### config.mk
export PLATFORM = sky130hd
export DESIGN_NAME = lane_note_scroller_flat
export DESIGN_NICKNAME = d
export VERILOG_FILES = /design/src/rtl/lane_note_scroller_if.sv /design/src/rtl/lane_note_scroller.sv /design/src/flat_wrapper.sv
export SDC_FILE = /design/constraint.sdc
export NUM_CORES = 1
export LEC_CHECK = 0
export BUFFER_PORTS_ARGS = -buffer_cell sky130_fd_sc_hd__buf_2
export CAP_MARGIN = 20
export CORE_AREA = 5 5 95 97
export DETAILED_ROUTE_END_ITERATION = 8
export DIE_AREA = 0 0 100 102
export HOLD_SLACK_MARGIN = 0.05
export PLACE_DENSITY = 0.61
export SLEW_MARGIN = 20
export SYNTH_ARGS = -nofsm -noshare
export SYNTH_HDL_FRONTEND = slang
export SYNTH_SLANG_ARGS = --single-unit
### constraint.sdc
create_clock -name clk -period 10.5 [get_ports clk]
set_clock_uncertainty 0.1 [all_clocks]
set_input_delay 2.1 -clock clk [delete_from_list [all_inputs] [get_ports clk]]
set_output_delay 2.1 -clock clk [all_outputs]
set_load 0.01 [all_outputs]
### src/rtl/lane_note_scroller_if.sv
// Lane note scroller bus: sequencer/player controls in, note state and score events out.
interface lane_note_scroller_if #(
    parameter int SLOTS = 4,
    parameter int Y_W   = 8
);
    logic                 frame_tick;
    logic [1:0]           note_speed;
    logic                 spawn;
    logic                 spawn_ready;
    logic                 hit_press;
    logic [SLOTS-1:0]     note_valid;
    logic [SLOTS*Y_W-1:0] note_y;
    logic [1:0]           speed_latched;
    logic                 hit_pulse;
    logic                 miss_pulse;
    logic [7:0]           miss_count;

    modport master (
        output frame_tick, note_speed, spawn, hit_press,
        input  spawn_ready, note_valid, note_y, speed_latched, hit_pulse, miss_pulse, miss_count
    );

    modport slave (
        input  frame_tick, note_speed, spawn, hit_press,
        output spawn_ready, note_valid, note_y, speed_latched, hit_pulse, miss_pulse, miss_count
    );
endinterface

### src/rtl/lane_note_scroller.sv
// Per-lane falling-note engine: spawns notes at the top, moves them each frame,
// judges presses against the hit window and reports hits and misses.
module lane_note_scroller #(
    parameter int SLOTS   = 4,
    parameter int Y_W     = 8,
    parameter int STEP    = 2,
    parameter int Y_MAX   = 239,
    parameter int HIT_Y   = 200,
    parameter int HIT_WIN = 8
) (
    input logic                 clk,
    input logic                 resetn,
    lane_note_scroller_if.slave bus
);
    // Advance is done Y_W+3 bits wide so 3x speed can never wrap past Y_MAX.
    localparam int YW3 = Y_W + 3;
    // Window bounds kept as signed ints so HIT_WIN > HIT_Y cannot underflow.
    localparam int WLO = HIT_Y - HIT_WIN;
    localparam int WHI = HIT_Y + HIT_WIN;

    logic [SLOTS-1:0]          v_q, v_d;
    logic [SLOTS-1:0][Y_W-1:0] y_q, y_d;
    logic [SLOTS-1:0][YW3-1:0] y_adv;
    logic [SLOTS-1:0]          off, cand, hit_oh, hit_clr, spn_oh, miss_v;
    logic [1:0]                spd_q, spd_san;
    logic                      hit_q, miss_q, hit_any, taken;
    logic [Y_W-1:0]            best;
    logic [7:0]                mcnt_q;
    logic [3:0]                miss_n;
    logic [8:0]                msum;
    logic [YW3-1:0]            dy;

    assign spd_san = (bus.note_speed == 2'd0) ? 2'd1 : bus.note_speed;
    assign dy      = YW3'(spd_q) * YW3'(STEP);
    assign hit_clr = bus.hit_press ? hit_oh : '0;

    for (genvar g = 0; g < SLOTS; g++) begin : g_slot
        assign y_adv[g] = YW3'(y_q[g]) + dy;
        assign off[g]   = y_adv[g] > YW3'(Y_MAX);
        assign cand[g]  = v_q[g] && ($signed(32'(y_q[g])) >= WLO)
                                 && ($signed(32'(y_q[g])) <= WHI);
    end

    // Pick the hit candidate lowest on screen; strict compare keeps ties on the lowest index.
    always_comb begin
        hit_oh  = '0;
        hit_any = 1'b0;
        best    = '0;
        for (int i = 0; i < SLOTS; i++) begin
            if (cand[i] && (!hit_any || y_q[i] > best)) begin
                hit_oh    = '0;
                hit_oh[i] = 1'b1;
                hit_any   = 1'b1;
                best      = y_q[i];
            end
        end
    end

    // Spawn target: lowest slot free at the start of the cycle.
    always_comb begin
        spn_oh = '0;
        taken  = 1'b0;
        for (int i = 0; i < SLOTS; i++) begin
            if (!v_q[i] && !taken) begin
                spn_oh[i] = bus.spawn;
                taken     = 1'b1;
            end
        end
    end

    // Slot next state: hit beats advance; spawn only lands in a slot that was already empty.
    always_comb begin
        v_d    = v_q;
        y_d    = y_q;
        miss_v = '0;
        miss_n = '0;
        for (int i = 0; i < SLOTS; i++) begin
            if (hit_clr[i]) begin
                v_d[i] = 1'b0;
                y_d[i] = '0;
            end else if (v_q[i] && bus.frame_tick) begin
                if (off[i]) begin
                    v_d[i]    = 1'b0;
                    y_d[i]    = '0;
                    miss_v[i] = 1'b1;
                end else begin
                    y_d[i] = y_adv[i][Y_W-1:0];
                end
            end else if (spn_oh[i]) begin
                v_d[i] = 1'b1;
                y_d[i] = '0;
            end
            miss_n = miss_n + {3'b000, miss_v[i]};
        end
        msum = {1'b0, mcnt_q} + {5'b00000, miss_n};
    end

    // State, speed latch and one-cycle score pulses.
    always_ff @(posedge clk or negedge resetn) begin
        if (!resetn) begin
            v_q    <= '0;
            y_q    <= '0;
            spd_q  <= 2'd1;
            hit_q  <= 1'b0;
            miss_q <= 1'b0;
            mcnt_q <= '0;
        end else begin
            v_q    <= v_d;
            y_q    <= y_d;
            if (bus.frame_tick) spd_q <= spd_san;
            hit_q  <= bus.hit_press && hit_any;
            miss_q <= |miss_v;
            mcnt_q <= msum[8] ? 8'hFF : msum[7:0];
        end
    end

    assign bus.spawn_ready   = ~&v_q;
    assign bus.note_valid    = v_q;
    assign bus.note_y        = y_q;
    assign bus.speed_latched = spd_q;
    assign bus.hit_pulse     = hit_q;
    assign bus.miss_pulse    = miss_q;
    assign bus.miss_count    = mcnt_q;
endmodule

### src/flat_wrapper.sv
// flat-port wrapper written by rule: the top's interface ports become plain ports
module lane_note_scroller_flat 
#(
    parameter int SLOTS   = 4,
    parameter int Y_W     = 8,
    parameter int STEP    = 2,
    parameter int Y_MAX   = 239,
    parameter int HIT_Y   = 200,
    parameter int HIT_WIN = 8
)
  (clk, resetn, bus_frame_tick, bus_note_speed, bus_spawn, bus_hit_press, bus_spawn_ready, bus_note_valid, bus_note_y, bus_speed_latched, bus_hit_pulse, bus_miss_pulse, bus_miss_count);
  lane_note_scroller_if #(.SLOTS(SLOTS), .Y_W(Y_W)) bus_i ();
  input logic clk;
  input logic resetn;
  input wire logic [$bits(bus_i.frame_tick)-1:0] bus_frame_tick;
  input wire logic [$bits(bus_i.note_speed)-1:0] bus_note_speed;
  input wire logic [$bits(bus_i.spawn)-1:0] bus_spawn;
  input wire logic [$bits(bus_i.hit_press)-1:0] bus_hit_press;
  output wire logic [$bits(bus_i.spawn_ready)-1:0] bus_spawn_ready;
  output wire logic [$bits(bus_i.note_valid)-1:0] bus_note_valid;
  output wire logic [$bits(bus_i.note_y)-1:0] bus_note_y;
  output wire logic [$bits(bus_i.speed_latched)-1:0] bus_speed_latched;
  output wire logic [$bits(bus_i.hit_pulse)-1:0] bus_hit_pulse;
  output wire logic [$bits(bus_i.miss_pulse)-1:0] bus_miss_pulse;
  output wire logic [$bits(bus_i.miss_count)-1:0] bus_miss_count;
  assign bus_i.frame_tick = bus_frame_tick;
  assign bus_i.note_speed = bus_note_speed;
  assign bus_i.spawn = bus_spawn;
  assign bus_i.hit_press = bus_hit_press;
  assign bus_spawn_ready = bus_i.spawn_ready;
  assign bus_note_valid = bus_i.note_valid;
  assign bus_note_y = bus_i.note_y;
  assign bus_speed_latched = bus_i.speed_latched;
  assign bus_hit_pulse = bus_i.hit_pulse;
  assign bus_miss_pulse = bus_i.miss_pulse;
  assign bus_miss_count = bus_i.miss_count;
  lane_note_scroller #(.SLOTS(SLOTS), .Y_W(Y_W), .STEP(STEP), .Y_MAX(Y_MAX), .HIT_Y(HIT_Y), .HIT_WIN(HIT_WIN)) u_core (.clk(clk), .resetn(resetn), .bus(bus_i));
endmodule
[Word level (Yosys, flattened, before mapping)]
Index checks and enable logic that the tools add are counted.
Operators by class
  add/subtract/negate cells: 8
  $lt $le $gt $ge: 15
  equal/unequal tests: 4
  mux-type cells: 65
  reduce and logical (&&, ||, !) cells: 42
Operators by type and width (number)
  2-to-1 mux 8 bit: 20
  greater-than comparator 11 x 8 -> 1 bit, second input constant: 4
  2-to-1 mux 1 bit: 40
  adder 8 x 3 -> 9 bit: 4
  >= comparator 8 bit, second input constant: 4
  <= comparator 8 bit, second input constant: 4
  greater-than comparator 8 bit: 3
  logical AND 1 bit: 19
  2-to-1 mux 4 bit: 4
  inequality test 3 x 1 -> 1 bit, second input constant: 4
  nonzero test 3 bit: 4
  adder 8 x 4 -> 9 bit: 1
  zero test 1 bit: 9
  adder 4 x 1 -> 4 bit: 2
  AND reduction 2 bit: 4
  AND reduction 4 bit: 1
  OR reduction 4 bit: 1
  logical OR 1 bit: 3
  adder 1 x 1 -> 2 bit: 1
  zero test 2 bit: 1
  2-to-1 mux 2 bit: 1
Word-level totals
  register bits: 48
  input bits: 7
  output and inout port bits: 49
  word-level logic and storage cells: 146

[Depth between registers and ports, before layout]
Gate-level depths: netlist of run 1.
  depth in word-level cells: 23
  depth in mapped cells: 24
  depth with buffers taken out: 24

[Worst setup path after synthesis of run 1]
No wires, ideal clock.
  kind: input to register
  from: in bus_frame_tick
  to: reg u_core.mcnt_q[0], in the netlist u_core.bus.miss_count[0]
  setup time: 0.070 ns
  arrival time: 4.663 ns
  data required time: 10.330 ns
  path slack: 5.667 ns
  stages: 15
  buffers on the path: 1
  cells stage by stage: clkbuf_1 -> nand2_1 -> nor2b_1 -> ha_1 -> inv_1 -> fa_1 -> inv_1 -> ha_1 -> inv_1 -> fa_1 -> inv_1 -> a21oi_1 -> nor2_1 -> nand3_1 -> nand2b_1
Between the ends
  cells in the longest elaborated chain, start to end: 8
  elaborated cells between the ends (all ways): 17
  classes of those cells: add/sub: 4; mux: 9; reduce/logical: 4
RTL lines
  start, declared: RTL line flat_wrapper.sv:15  | input wire logic [$bits(bus_i.frame_tick)-1:0] bus_frame_tick;
  logical AND 1 bit: RTL line lane_note_scroller.sv:81  | end else if (v_q[i] && bus.frame_tick) begin
  2-to-1 mux 1 bit: RTL line lane_note_scroller.sv:81
  2-to-1 mux 1 bit: RTL line lane_note_scroller.sv:78  | if (hit_clr[i]) begin
  adder 1 x 1 -> 2 bit: RTL line lane_note_scroller.sv:93  | miss_n = miss_n + {3'b000, miss_v[i]};
  adder 4 x 1 -> 4 bit: RTL line lane_note_scroller.sv:93
  adder 4 x 1 -> 4 bit (*): RTL line lane_note_scroller.sv:93
  adder 8 x 4 -> 9 bit (*): RTL line lane_note_scroller.sv:95  | msum = {1'b0, mcnt_q} + {5'b00000, miss_n};
  2-to-1 mux 8 bit (*): RTL line lane_note_scroller.sv:113  | mcnt_q <= msum[8] ? 8'hFF : msum[7:0];
  end signal, assigned: RTL line lane_note_scroller.sv:113
  end, declared: RTL line lane_note_scroller.sv:28  | logic [7:0] mcnt_q;
Mark *: on every way between the ends. The rest lies on a longest branch, timed or not.
A chain may end at the register's enable or synchronous reset.

[Final worst setup path of run 1]
  from: reg u_core.y_q (netlist bit u_core.bus.note_y[5])
  to: reg u_core.y_q (netlist bit u_core.bus.note_y[11])
Between the ends
  cells in the longest elaborated chain, start to end: 18
  elaborated cells between the ends (all ways): 28
  classes of those cells: order compare: 5; mux: 11; reduce/logical: 12
RTL lines
  start, declared: RTL line lane_note_scroller.sv:22  | logic [SLOTS-1:0][Y_W-1:0] y_q, y_d;
  start signal, assigned: RTL line lane_note_scroller.sv:109  | y_q <= y_d;
  >= comparator 8 bit: RTL line lane_note_scroller.sv:40  | assign cand[g] = v_q[g] && ($signed(32'(y_q[g])) >= WLO)
  logical AND 1 bit: RTL line lane_note_scroller.sv:40
  logical AND 1 bit: RTL line lane_note_scroller.sv:41  | && ($signed(32'(y_q[g])) <= WHI);
  2-to-1 mux 8 bit / 2-to-1 mux 1 bit (equally long branches): RTL line lane_note_scroller.sv:50  | if (cand[i] && (!hit_any || y_q[i] > best)) begin
  greater-than comparator 8 bit / zero test 1 bit (equally long branches): RTL line lane_note_scroller.sv:50
  logical OR 1 bit: RTL line lane_note_scroller.sv:50
  logical AND 1 bit: RTL line lane_note_scroller.sv:50
  2-to-1 mux 8 bit / 2-to-1 mux 1 bit (equally long branches): RTL line lane_note_scroller.sv:50
  [... 2 more ...]
  logical AND 1 bit: RTL line lane_note_scroller.sv:50
  2-to-1 mux 8 bit / 2-to-1 mux 1 bit (equally long branches): RTL line lane_note_scroller.sv:50
  greater-than comparator 8 bit / zero test 1 bit (equally long branches): RTL line lane_note_scroller.sv:50
  logical OR 1 bit: RTL line lane_note_scroller.sv:50
  logical AND 1 bit: RTL line lane_note_scroller.sv:50
  2-to-1 mux 4 bit (*): RTL line lane_note_scroller.sv:50
  2-to-1 mux 4 bit (*): RTL line lane_note_scroller.sv:35  | assign hit_clr = bus.hit_press ? hit_oh : '0;
  nonzero test 3 bit (no line) / 2-to-1 mux 8 bit (equally long branches)
Marks and branches as above.

==> reports/qor.csv, run 1 <==
stage;metric;value;unit
setup_path;worstSetupEndpointType;flip-flop;
clock_network;cts_setup_buffers;0;
floorplan;initial_core_util;0.434;
synthesis;synth.cell_area;0.00349;mm^2
timing;timing_max_transition_violations_final;0;
floorplan;core.rowCount;33;
floorplan;die_width;100;um
global_routing;grt_max_degree;45;
finish;final_layout_size_suffix_gt1_frac;0.179;
setup_path;cpMaxStageDelayCell;nor2_1;
setup_path;data_required_time_of_the_worst_path;10.56;ns
clock_network;cts-hold-fix-buffers;0;
worst_hold_path;min_delay_path_depth;1;
timing;final.setup.tns;0;ns
timing;grt_setup_unrepaired;false;
drt;post-route-drc-count;0;
timing;timing_hold_violations_final;0;
clock_network;clock_insertion_delay_worst_skew;0.30;ns
synthesis;number_of_storage_elements_in_the_synthesis_netlist;44;
drt;first_iter_violations;148;
place;dp_cells;545;
synthesis;asyncSetResetFlopFracSynth;1.00;
flow_run;timing.max_cap.violations;0;
drt;post_drt_via_cell_ratio;5.56;
setup_path;crit-reg2reg-launch;u_core.bus.note_y[5];
run_status;outcome;completed;
worst_hold_path;worstHoldStart;u_core.bus.miss_count[6];
clock_network;clkSinkCount;44;
synthesis;synth_top_cell_area_share;0.308;
worst_hold_path;hold_class;flip-flop to flip-flop;
clock_network;clk_path_buf_depth;2;
pwr;ir_drop;105;uV
worst_hold_path;worst_hold_endpoint;u_core.bus.miss_count[6];
clock_network;clock_tree_from_tritoncts;done;
floorplan;die_h;102;um
clock_network;htreeDepth;2;
setup_path;timing.critical_path.buf_inv;0;
place;gpl.final_weighted_congestion;0.888;
global_routing;antenna_found_initial;0;
pwr;p_per_area;185;mW/mm^2
synthesis;syn-mean-instance-area;8.77;um^2
synthesis;netlist-cell-type-count;68;
synthesis;synth_flop_cell;dfrtp_1;
synthesis;cells_taking_the_most_area_after_synthesis;dfrtp_1 31%, ha_1 13%, nand2_1 5.2%, a21oi_1 4.7%, fa_1 3.4%;
global_routing;grt_pass1_vias;2975;
synthesis;synth.largest_area_cell;dfrtp_1;
synthesis;synth.most_common_cell;nand2_1;
drt;total_vias_in_the_final_route;3076;
timing;timing.final.setup_violations;0;
finish;insertedDiodeCount;0;
clock_network;cts.repair.resized;0;
finish;layout.filler_cells;781;
drt;routed_wl;8530;um
clock_network;path_clk_slew;0.09;ns
setup_path;timing.critical_path.cells;and4b_1 -> and2b_2 -> nand2_1 -> ha_1 -> a21oi_1 -> a21oi_1 -> o21ba_2 -> a21oi_1 -> a2bb2o_1 -> ha_1 -> nand3_1 -> or2_2 -> o211ai_1 -> o21ai_2 -> mux2_2 -> ha_1 -> a21oi_1 -> a21o_1 -> a211o_1 -> nand4_1 -> nor2_1 -> a21oi_1;
setup_path;max_stage_delay;0.50;ns
global_routing;wire_length_of_the_first_global_routing_pass;14600;um
place;detailedPlacementHpwl;6420;um
timing;achievable-frequency;183;MHz
setup_path;worst_path_most_repeated_cell;a21oi_1;
timing;post_layout_worst_setup_margin;5.04;ns
synthesis;syn_inst;398;
drt;wl_per_cell;15.4;um
finish;areaGrowthSynthToFinish;11.3;%
setup_path;worst-setup-path-type;flip-flop to flip-flop;
place;dp_slack;5.13;ns
floorplan;design.portCount;56;
finish;layout.cells.non_filler;553;
place;port-buffer-count;51;
timing;hold_ws;0.413;ns
synthesis;synth_commonest_cells;48 x nand2_1, 43 x dfrtp_1, 35 x ha_1;
drt;antenna_violating_nets_post_route;0;
finish;design.final.nets;495;
drt;drt-pass1-iter-count;4;
setup_path;start_kind;flip-flop;
global_routing;grt_overflow_total;0;
timing;final_period_minus_worst_setup_slack;5.46;ns
floorplan;design.die.area;0.0102;mm^2
setup_path;rrSetupSlack;5.04;ns
timing;slew_headroom;0.594;
setup_path;reg2reg_to;u_core.bus.note_y[11];
clock_network;cts_buffers;5;
synthesis;ys_warn_count;0;
synthesis;synth-edff-count;0;
timing;period_share;0.520;
setup_path;timing.critical_path.fanout_max;8;
setup_path;crit_family;compound AO/OA/AOI/OAI gates;
clock_network;root_buffer;clkbuf_8;
setup_path;critical_path_arrival;5.51;ns
timing;worst_pin_slew;0.608;ns
synthesis;ys_seq_area_frac;0.316;
pwr;power.leakage;1.86;nW
global_routing;grt_util_all_layers;0.177;
setup_path;rr_worst_depth;22;
floorplan;core_area;0.00805;mm^2
## stage by stage
stage,area [um^2],total power (W),utilization
6_report,3890,0.000717,0.483
3_3_place_gp,3800,0.000605,0.472
2_1_floorplan,3510,0.000514,-
5_1_grt,3890,0.000786,0.483
4_1_cts,3880,0.000724,0.482
3_5_place_dp,3800,0.000612,0.472
## logic make-up (layout without fill, tap and decap cells)
logic type	after synthesis	after routing	synth area share
AND/OR/NAND/NOR	157	157	0.228
AO/OA/AOI/OAI	111	111	0.219
flip-flops	44	44	0.316
adder cells (fa/ha/maj)	41	41	0.160
buffers and inverters	34	79	0.0495
multiplexers	5	5	0.0158
XOR/XNOR	4	4	0.0100
other	2	7	0.00215
## worst reg2reg max path, delay by kind of cell (launching register included)
kind | cells | cell delay [ns]
AND/OR/NAND/NOR | 7 | 1.68
AO/OA/AOI/OAI | 11 | 1.78
flip-flops | 1 | 0.47
adder cells (fa/ha/maj) | 3 | 0.97
multiplexers | 1 | 0.31
## layout make-up
| type | count | area [um^2] | area share |
|---|---|---|---|
| Timing Repair Buffer | 51 | 258 | 0.0663 |
| Sequential cell | 44 | 1100 | 0.284 |
| Clock inverter | 2 | 12.5 | 0.00322 |
| Tap cell | 105 | 131 | 0.0338 |
| Inverter | 20 | 75.1 | 0.0193 |
| Clock buffer | 6 | 72.6 | 0.0187 |
| Multi-Input combinational cell | 325 | 2230 | 0.575 |
## layer usage
layer	vias up	track usage	routed length [um]
met1	1460	0.243	4100
met4	0	0.0487	69
met3	6	0.0218	281
met5	-	0	0
li1	1542	-	-
met2	68	0.295	4080
## where the power goes
part,switching [W],internal (W)
registers,0.0000907,0.000207
logic,0.000168,0.000145
clock network,0.0000605,0.0000466
## sequential cells by signal, summed over array words and instances (netlist names)
name / flops
u_core.bus.note_y: 28
u_core.bus.miss_count: 8
u_core.bus.speed_latched: 2
u_core.bus.note_valid: 4
u_core.bus.miss_pulse: 1
u_core.bus.hit_pulse: 1
## cell usage in the layout (no fill, tap or decap), types with 8 or more instances in the layout
master   instances
buf_2           50
nand2_1         48
dfrtp_1         43
ha_1            35
a21oi_1         33
nor2_1          31
nand3_1         22
inv_1           20
a22oi_1         10
nor3_1           9
o21ai_0          8
## how the worst max path moves through the flow
stage,start,cells past startpoint,end,slack (ns)
final,u_core.bus.note_y[5],22,u_core.bus.note_y[11],5.04
after global routing,u_core.bus.note_y[5],23,u_core.bus.note_y[4],4.61
after CTS,u_core.bus.note_y[5],22,u_core.bus.note_y[12],5.07
after detailed placement,u_core.bus.note_y[5],22,u_core.bus.note_y[12],5.13
after global placement,u_core.bus.note_y[5],22,u_core.bus.note_valid[1],5.16
after floorplan,bus_frame_tick,15,u_core.bus.miss_count[0],5.67
No activity file was read; power rests on OpenSTA's default activity.
==> run 2, diff against run 1 <==
==> constraint.sdc (replaced) <==
create_clock -name clk -period 5.1 [get_ports clk]
set_clock_uncertainty 0.1 [all_clocks]
set_input_delay 1.02 -clock clk [delete_from_list [all_inputs] [get_ports clk]]
set_output_delay 1.02 -clock clk [all_outputs]
set_load 0.01 [all_outputs]
==> run 2 against run 1 <==
  * Hold slack got worse by 0.0028 ns
  * Sequential share of layout area down 2.9 points
  * Highest routed layer unchanged
  * Count of clock-buffer cells in the layout unchanged
  * Largest power group unchanged
==> reports/qor.csv, run 2 (same netlist as run 1, synthesis figures left out) <==
stage;metric;value;unit;change
run_status;outcome;completed;;unchanged
clock_network;cts-hold-fix-buffers;0;;unchanged
drt;post-route-drc-count;0;;unchanged
timing;hold_ws;0.411;ns;was 0.413 ns
place;detailedPlacementHpwl;6910;um;was 6420 um
setup_path;data_required_time_of_the_worst_path;5.21;ns;was 10.56 ns
place;port-buffer-count;51;;unchanged
flow_run;timing.max_cap.violations;0;;unchanged
finish;layout.filler_cells;753;;was 781
setup_path;start_kind;flip-flop;;unchanged
floorplan;design.die.area;0.0102;mm^2;unchanged
clock_network;cts_buffers;5;;unchanged
floorplan;die_width;100;um;unchanged
setup_path;timing.critical_path.fanout_max;7;;was 8
timing;slew_headroom;0.577;;was 0.594
finish;insertedDiodeCount;0;;unchanged
timing;worst_pin_slew;0.628;ns;was 0.608 ns
worst_hold_path;hold_class;flip-flop to flip-flop;;unchanged
finish;largest_reg_flops;28;;unchanged
clock_network;root_buffer;clkbuf_8;;unchanged
clock_network;clk_path_buf_depth;2;;unchanged
finish;finish.utilization;0.539;;was 0.483
timing;timing.final.setup_violations;0;;unchanged
clock_network;htreeDepth;2;;unchanged
global_routing;grt_max_degree;45;;unchanged
pwr;power.leakage;2.05;nW;was 1.86 nW
finish;multi_input_comb_area;0.00247;mm^2;was 0.00223 mm^2
drt;first_iter_violations;123;;was 148
floorplan;die_h;102;um;unchanged
pwr;ir_drop;184;uV;was 105 uV
finish;design.final.nets;516;;was 495
floorplan;initial_core_util;0.434;;unchanged
global_routing;grt_util_all_layers;0.181;;was 0.177
global_routing;wire_length_of_the_first_global_routing_pass;15000;um;was 14,600 um
global_routing;grt_pass1_vias;3050;;was 2,975
timing;timing_hold_violations_final;0;;unchanged
drt;drt-pass1-iter-count;4;;unchanged
finish;areaGrowthSynthToFinish;24.4;%;was 11.3%
global_routing;grt_overflow_total;0;;unchanged
clock_network;clock_insertion_delay_worst_skew;0.31;ns;was 0.30 ns
timing;grt_setup_unrepaired;true;;was false
drt;post_drt_via_cell_ratio;5.63;;was 5.56
finish;ff_latch_area;0.00110;mm^2;about the same
timing;final_period_minus_worst_setup_slack;5.07;ns;was 5.46 ns
timing;achievable-frequency;197;MHz;was 183 MHz
drt;routed_wl;9420;um;was 8530 um
clock_network;clock_tree_from_tritoncts;done;;unchanged
place;gpl.final_weighted_congestion;0.866;;was 0.888
finish;layout_common_cells;50 x buf_2, 44 x nand2_1, 41 x dfrtp_1, 29 x a21oi_1, 29 x nor2_1;;was 50 x buf_2, 48 x nand2_1, 43 x dfrtp_1, 35 x ha_1, 33 x a21oi_1
clock_network;clkSinkCount;44;;unchanged
drt;antenna_violating_nets_post_route;0;;unchanged
timing;timing_max_transition_violations_final;0;;unchanged
floorplan;core_area;0.00805;mm^2;unchanged
pwr;p_per_area;403;mW/mm^2;was 185 mW/mm^2
global_routing;antenna_found_initial;0;;unchanged
floorplan;core.rowCount;33;;unchanged
setup_path;critical_path_arrival;5.18;ns;was 5.51 ns
finish;layout_commonest_cell;buf_2;;unchanged
clock_network;path_clk_slew;0.09;ns;about the same
floorplan;design.portCount;56;;unchanged
drt;wl_per_cell;16.4;um;was 15.4 um
drt;total_vias_in_the_final_route;3233;;was 3,076
finish;final_layout_size_suffix_gt1_frac;0.284;;was 0.179
place;dp_cells;556;;was 545
timing;period_share;0.995;;was 0.520
setup_path;worstSetupEndpointType;flip-flop;;unchanged
setup_path;worst-setup-path-type;flip-flop to flip-flop;;unchanged
finish;layout.cells.non_filler;574;;was 553
[run 2: worst max-delay path, stage by stage, from the launching register on]
cell,delay (ns)
dfrtp_1,0.41
and4b_1,0.20
and2b_2,0.25
and2_4,0.17
ha_2,0.30
nand3_1,0.07
nor2_1,0.09
o21ba_4,0.20
o21a_1,0.18
o22a_1,0.22
ha_1,0.29
nand3_1,0.09
or2_4,0.25
o211ai_1,0.14
o21ai_2,0.18
mux2_4,0.35
ha_4,0.26
nand4_1,0.11
a21o_1,0.18
a211o_1,0.32
nand4_1,0.18
nor3_4,0.07
buf_12,0.14
a311oi_2,0.20
[run 2: report_power, final]
part | switching (W) | internal [W] | total, W
Combinational | 0.000430 | 0.000388 | 0.000818
Sequential | 0.000178 | 0.000428 | 0.000605
Clock | 0.000129 | 0.000196 | 0.000325
[run 2: layout make-up]
type                    instances  area share
clock buffers                   6      0.0167
clock inverters                 2      0.0138
inverters                      20      0.0173
multi-input cells             325       0.568
flip-flops and latches         44       0.254
well taps                     105      0.0303
repair buffers                 72      0.0994
[run 2: stage by stage]
stage / power (W) / setup slack [ns] / setup TNS [ns] / instance area, um^2
2_1_floorplan: 0.00106 / 0.322 / 0 / 3510
3_3_place_gp: 0.00128 / 0.0665 / 0 / 3880
3_5_place_dp: 0.00129 / -0.0588 / -0.531 / 3880
4_1_cts: 0.00162 / -0.0822 / -0.777 / 4010
5_1_grt: 0.00189 / -0.170 / -1.12 / 4340
6_report: 0.00175 / 0.0268 / 0 / 4340
[run 2: worst paths after layout]
| check | startpoint | end | slack [ns] | depth (start not counted) |
|---|---|---|---|---|
| max in group asynchronous | resetn | u_core.bus.note_y[2] | 3.87 | 1 |
| min in group asynchronous | resetn | u_core.bus.note_y[28] | 0.61 | 1 |
| worst min register to register | u_core.bus.miss_count[6] | u_core.bus.miss_count[6] | 0.41 | 1 |
| worst max register to register | u_core.bus.note_valid[0] | u_core.bus.note_y[4] | 0.03 | 23 |
| worst min-delay path | u_core.bus.miss_count[6] | u_core.bus.miss_count[6] | 0.41 | 1 |
| worst max-delay path | u_core.bus.note_valid[0] | u_core.bus.note_y[4] | 0.03 | 23 |
[run 2: timing repair]
| action | 4_1_cts | 5_1_grt |
|---|---|---|
| gates resized for setup | 0 | 45 |
| pin swaps | 0 | 17 |
| setup endpoints to repair | 14 | 28 |
| setup buffers | 0 | 11 |
[run 2: routing by layer]
layer  track usage  part of all wire
met4        0.0632             0.023
met2         0.309              0.50
met5             0                 0
met3        0.0294             0.038
met1         0.233              0.44
==> run 3, diff against run 2 <==
==> constraint.sdc (replaced) <==
create_clock -name clk -period 5.1 [get_ports clk]
set_clock_uncertainty 0.1 [all_clocks]
set_input_delay 0.255 -clock clk [delete_from_list [all_inputs] [get_ports clk]]
set_output_delay 0.255 -clock clk [all_outputs]
set_load 0.01 [all_outputs]
==> run 3 against run 2 <==
  * Count of clock-buffer cells in the layout is the same
  * Global-route usage is essentially flat
  * Fmax is essentially flat
  * Hold slack lost 0.27 ns
  * Worst setup slack lost 0.0038 ns
  * Power grew 0.17%
  * Design area grew 0.69%
  * Clock power is essentially flat
  * Register-to-register slack is essentially flat
  * Wire length grew 0.13%
  * Sequential power is essentially flat
  * First-iteration DRC count grew 5.7%
  * Critical endpoint unchanged
  * Highest routed layer unchanged
==> reports/qor.csv, run 3 (same netlist as run 1, synthesis figures left out) <==
stage;metric;value;unit;change
floorplan;initial_core_util;0.434;;unchanged
clock_network;clk_path_buf_depth;2;;unchanged
timing;worst_pin_slew;0.626;ns;was 0.628 ns
drt;routed_wl;9430;um;was 9420 um
run_status;outcome;completed;;unchanged
pwr;ir_drop;184;uV;about the same
finish;ff_latch_area;0.00110;mm^2;unchanged
setup_path;data_required_time_of_the_worst_path;5.21;ns;about the same
finish;multi_input_comb_area;0.00247;mm^2;unchanged
place;port-buffer-count;51;;unchanged
floorplan;die_h;102;um;unchanged
finish;final_layout_size_suffix_gt1_frac;0.282;;was 0.284
timing;achievable-frequency;197;MHz;about the same
finish;layout.filler_cells;748;;was 753
finish;insertedDiodeCount;0;;unchanged
drt;wl_per_cell;16.4;um;about the same
finish;areaGrowthSynthToFinish;25.3;%;was 24.4%
setup_path;worst-setup-path-type;flip-flop to flip-flop;;unchanged
floorplan;core_area;0.00805;mm^2;unchanged
timing;grt_setup_unrepaired;true;;unchanged
pwr;power.leakage;2.06;nW;was 2.05 nW
global_routing;groute.layer.met2.usage;0.310;;was 0.309
drt;post_drt_via_cell_ratio;5.63;;about the same
timing;final.setup.tns;0;ns;unchanged
setup_path;timing.critical_path.fanout_max;7;;unchanged
drt;first_iter_violations;130;;was 123
global_routing;antenna_found_initial;0;;unchanged
drt;drt-pass1-iter-count;4;;unchanged
finish;design.final.nets;519;;was 516
finish;final_cell_area;0.00437;mm^2;was 0.00434 mm^2
clock_network;clock_insertion_delay_worst_skew;0.31;ns;about the same
floorplan;die_width;100;um;unchanged
place;gpl.final_weighted_congestion;0.866;;unchanged
setup_path;start_kind;flip-flop;;unchanged
drt;post-route-drc-count;0;;unchanged
clock_network;htreeDepth;2;;unchanged
drt;total_vias_in_the_final_route;3249;;was 3,233
global_routing;grt_overflow_total;0;;unchanged
finish;layout_commonest_cell;buf_2;;unchanged
timing;period_share;0.995;;about the same
timing;timing_hold_violations_final;0;;unchanged
global_routing;grt_max_degree;45;;unchanged
clock_network;cts_buffers;5;;unchanged
setup_path;critical_path_arrival;5.19;ns;was 5.18 ns
clock_network;clkSinkCount;44;;unchanged
global_routing;grt_pass1_vias;3066;;was 3,050
place;detailedPlacementHpwl;6910;um;unchanged
clock_network;path_clk_slew;0.09;ns;about the same
timing;timing_max_transition_violations_final;0;;unchanged
timing;timing.final.setup_violations;0;;unchanged
drt;antenna_violating_nets_post_route;0;;unchanged
timing;slew_headroom;0.578;;was 0.577
finish;layout_common_cells;50 x buf_2, 44 x nand2_1, 41 x dfrtp_1, 29 x a21oi_1, 29 x nor2_1;;unchanged
global_routing;use_met3;0.0294;;unchanged
global_routing;grtUsageMet1;0.233;;about the same
floorplan;design.die.area;0.0102;mm^2;unchanged
clock_network;root_buffer;clkbuf_8;;unchanged
setup_path;worstSetupEndpointType;flip-flop;;unchanged
global_routing;wire_length_of_the_first_global_routing_pass;15000;um;about the same
place;detailed_place.area;0.00388;mm^2;unchanged
clock_network;clock_tree_from_tritoncts;done;;unchanged
worst_hold_path;hold_class;input pin to flip-flop;;was flip-flop to flip-flop
pwr;p_per_area;400;mW/mm^2;was 403 mW/mm^2
floorplan;core.rowCount;33;;unchanged
global_routing;grt_util_all_layers;0.181;;about the same
floorplan;design.portCount;56;;unchanged
global_routing;gr-max-usage-layer;met2;;unchanged
finish;largest_reg_flops;28;;unchanged
flow_run;timing.max_cap.violations;0;;unchanged
timing;final_period_minus_worst_setup_slack;5.08;ns;was 5.07 ns
==> run 3: power by group <==
group / internal, W / total, W / switching (W)
combinational: 0.000390 / 0.000821 / 0.000431
sequential: 0.000428 / 0.000606 / 0.000178
clock: 0.000196 / 0.000325 / 0.000129
==> run 3: critical path: stages, from the launching register on <==
cell	delay, ns
dfrtp_1	0.38
and4b_1	0.27
and2b_2	0.23
nand2_4	0.08
ha_4	0.30
nand3b_1	0.11
a21oi_2	0.16
o21ba_4	0.22
a21oi_2	0.08
o211ai_1	0.28
ha_1	0.29
nand4_1	0.12
a21oi_1	0.07
o211ai_1	0.27
o21ai_2	0.18
mux2_4	0.35
ha_4	0.26
nand4_1	0.11
a21o_1	0.18
a211o_1	0.32
nand4_1	0.18
nor3_4	0.07
buf_12	0.14
a311oi_2	0.20
==> run 3: timing repair <==
action	4_1_cts	5_1_grt
hold buffers	2	1
endpoints found under the setup margin	14	28
pin swaps	0	17
endpoints found under the hold margin	1	43
setup buffers	0	11
gates resized for setup	0	45
==> run 3: metrics by stage <==
stage	instances	setup slack (ns)	power, W	utilization	hold WS [ns]
CTS	566	-0.0822	0.00162	0.501	0.0642
global route	577	-0.170	0.00189	0.543	0.137
detailed placement	556	-0.0588	0.00129	0.482	0.338
floorplan	403	0.322	0.00106	-	-0.141
finish	577	0.0230	0.00175	0.543	0.141
global placement	556	0.0665	0.00128	0.482	0.335
==> run 3: final timing paths <==
check	start	endpoint	slack, ns	cells past startpoint
max in group asynchronous	resetn	u_core.bus.note_y[2]	4.09	2
worst max-delay path	u_core.bus.note_y[5]	u_core.bus.note_y[4]	0.02	23
worst min register to register	u_core.bus.miss_count[6]	u_core.bus.miss_count[6]	0.41	1
worst min-delay path	bus_hit_press	u_core.bus.hit_pulse	0.14	2
worst max register to register	u_core.bus.note_y[5]	u_core.bus.note_y[4]	0.02	23
min in group asynchronous	resetn	u_core.bus.note_y[28]	0.38	2
==> run 3: final cells by class <==
class	instances	share of cell area
inverters	20	0.0172
repair buffers	75	0.106
flip-flops and latches	44	0.253
multi-input cells	325	0.564
clock inverters	2	0.0137
well taps	105	0.0300
clock buffers	6	0.0166
==> run 3: per-layer routing <==
metal,wire length [um],vias to the layer above
li1,-,1595
met1,4190,1561
met2,4670,77
met3,363,16
met4,213,0
met5,0,-
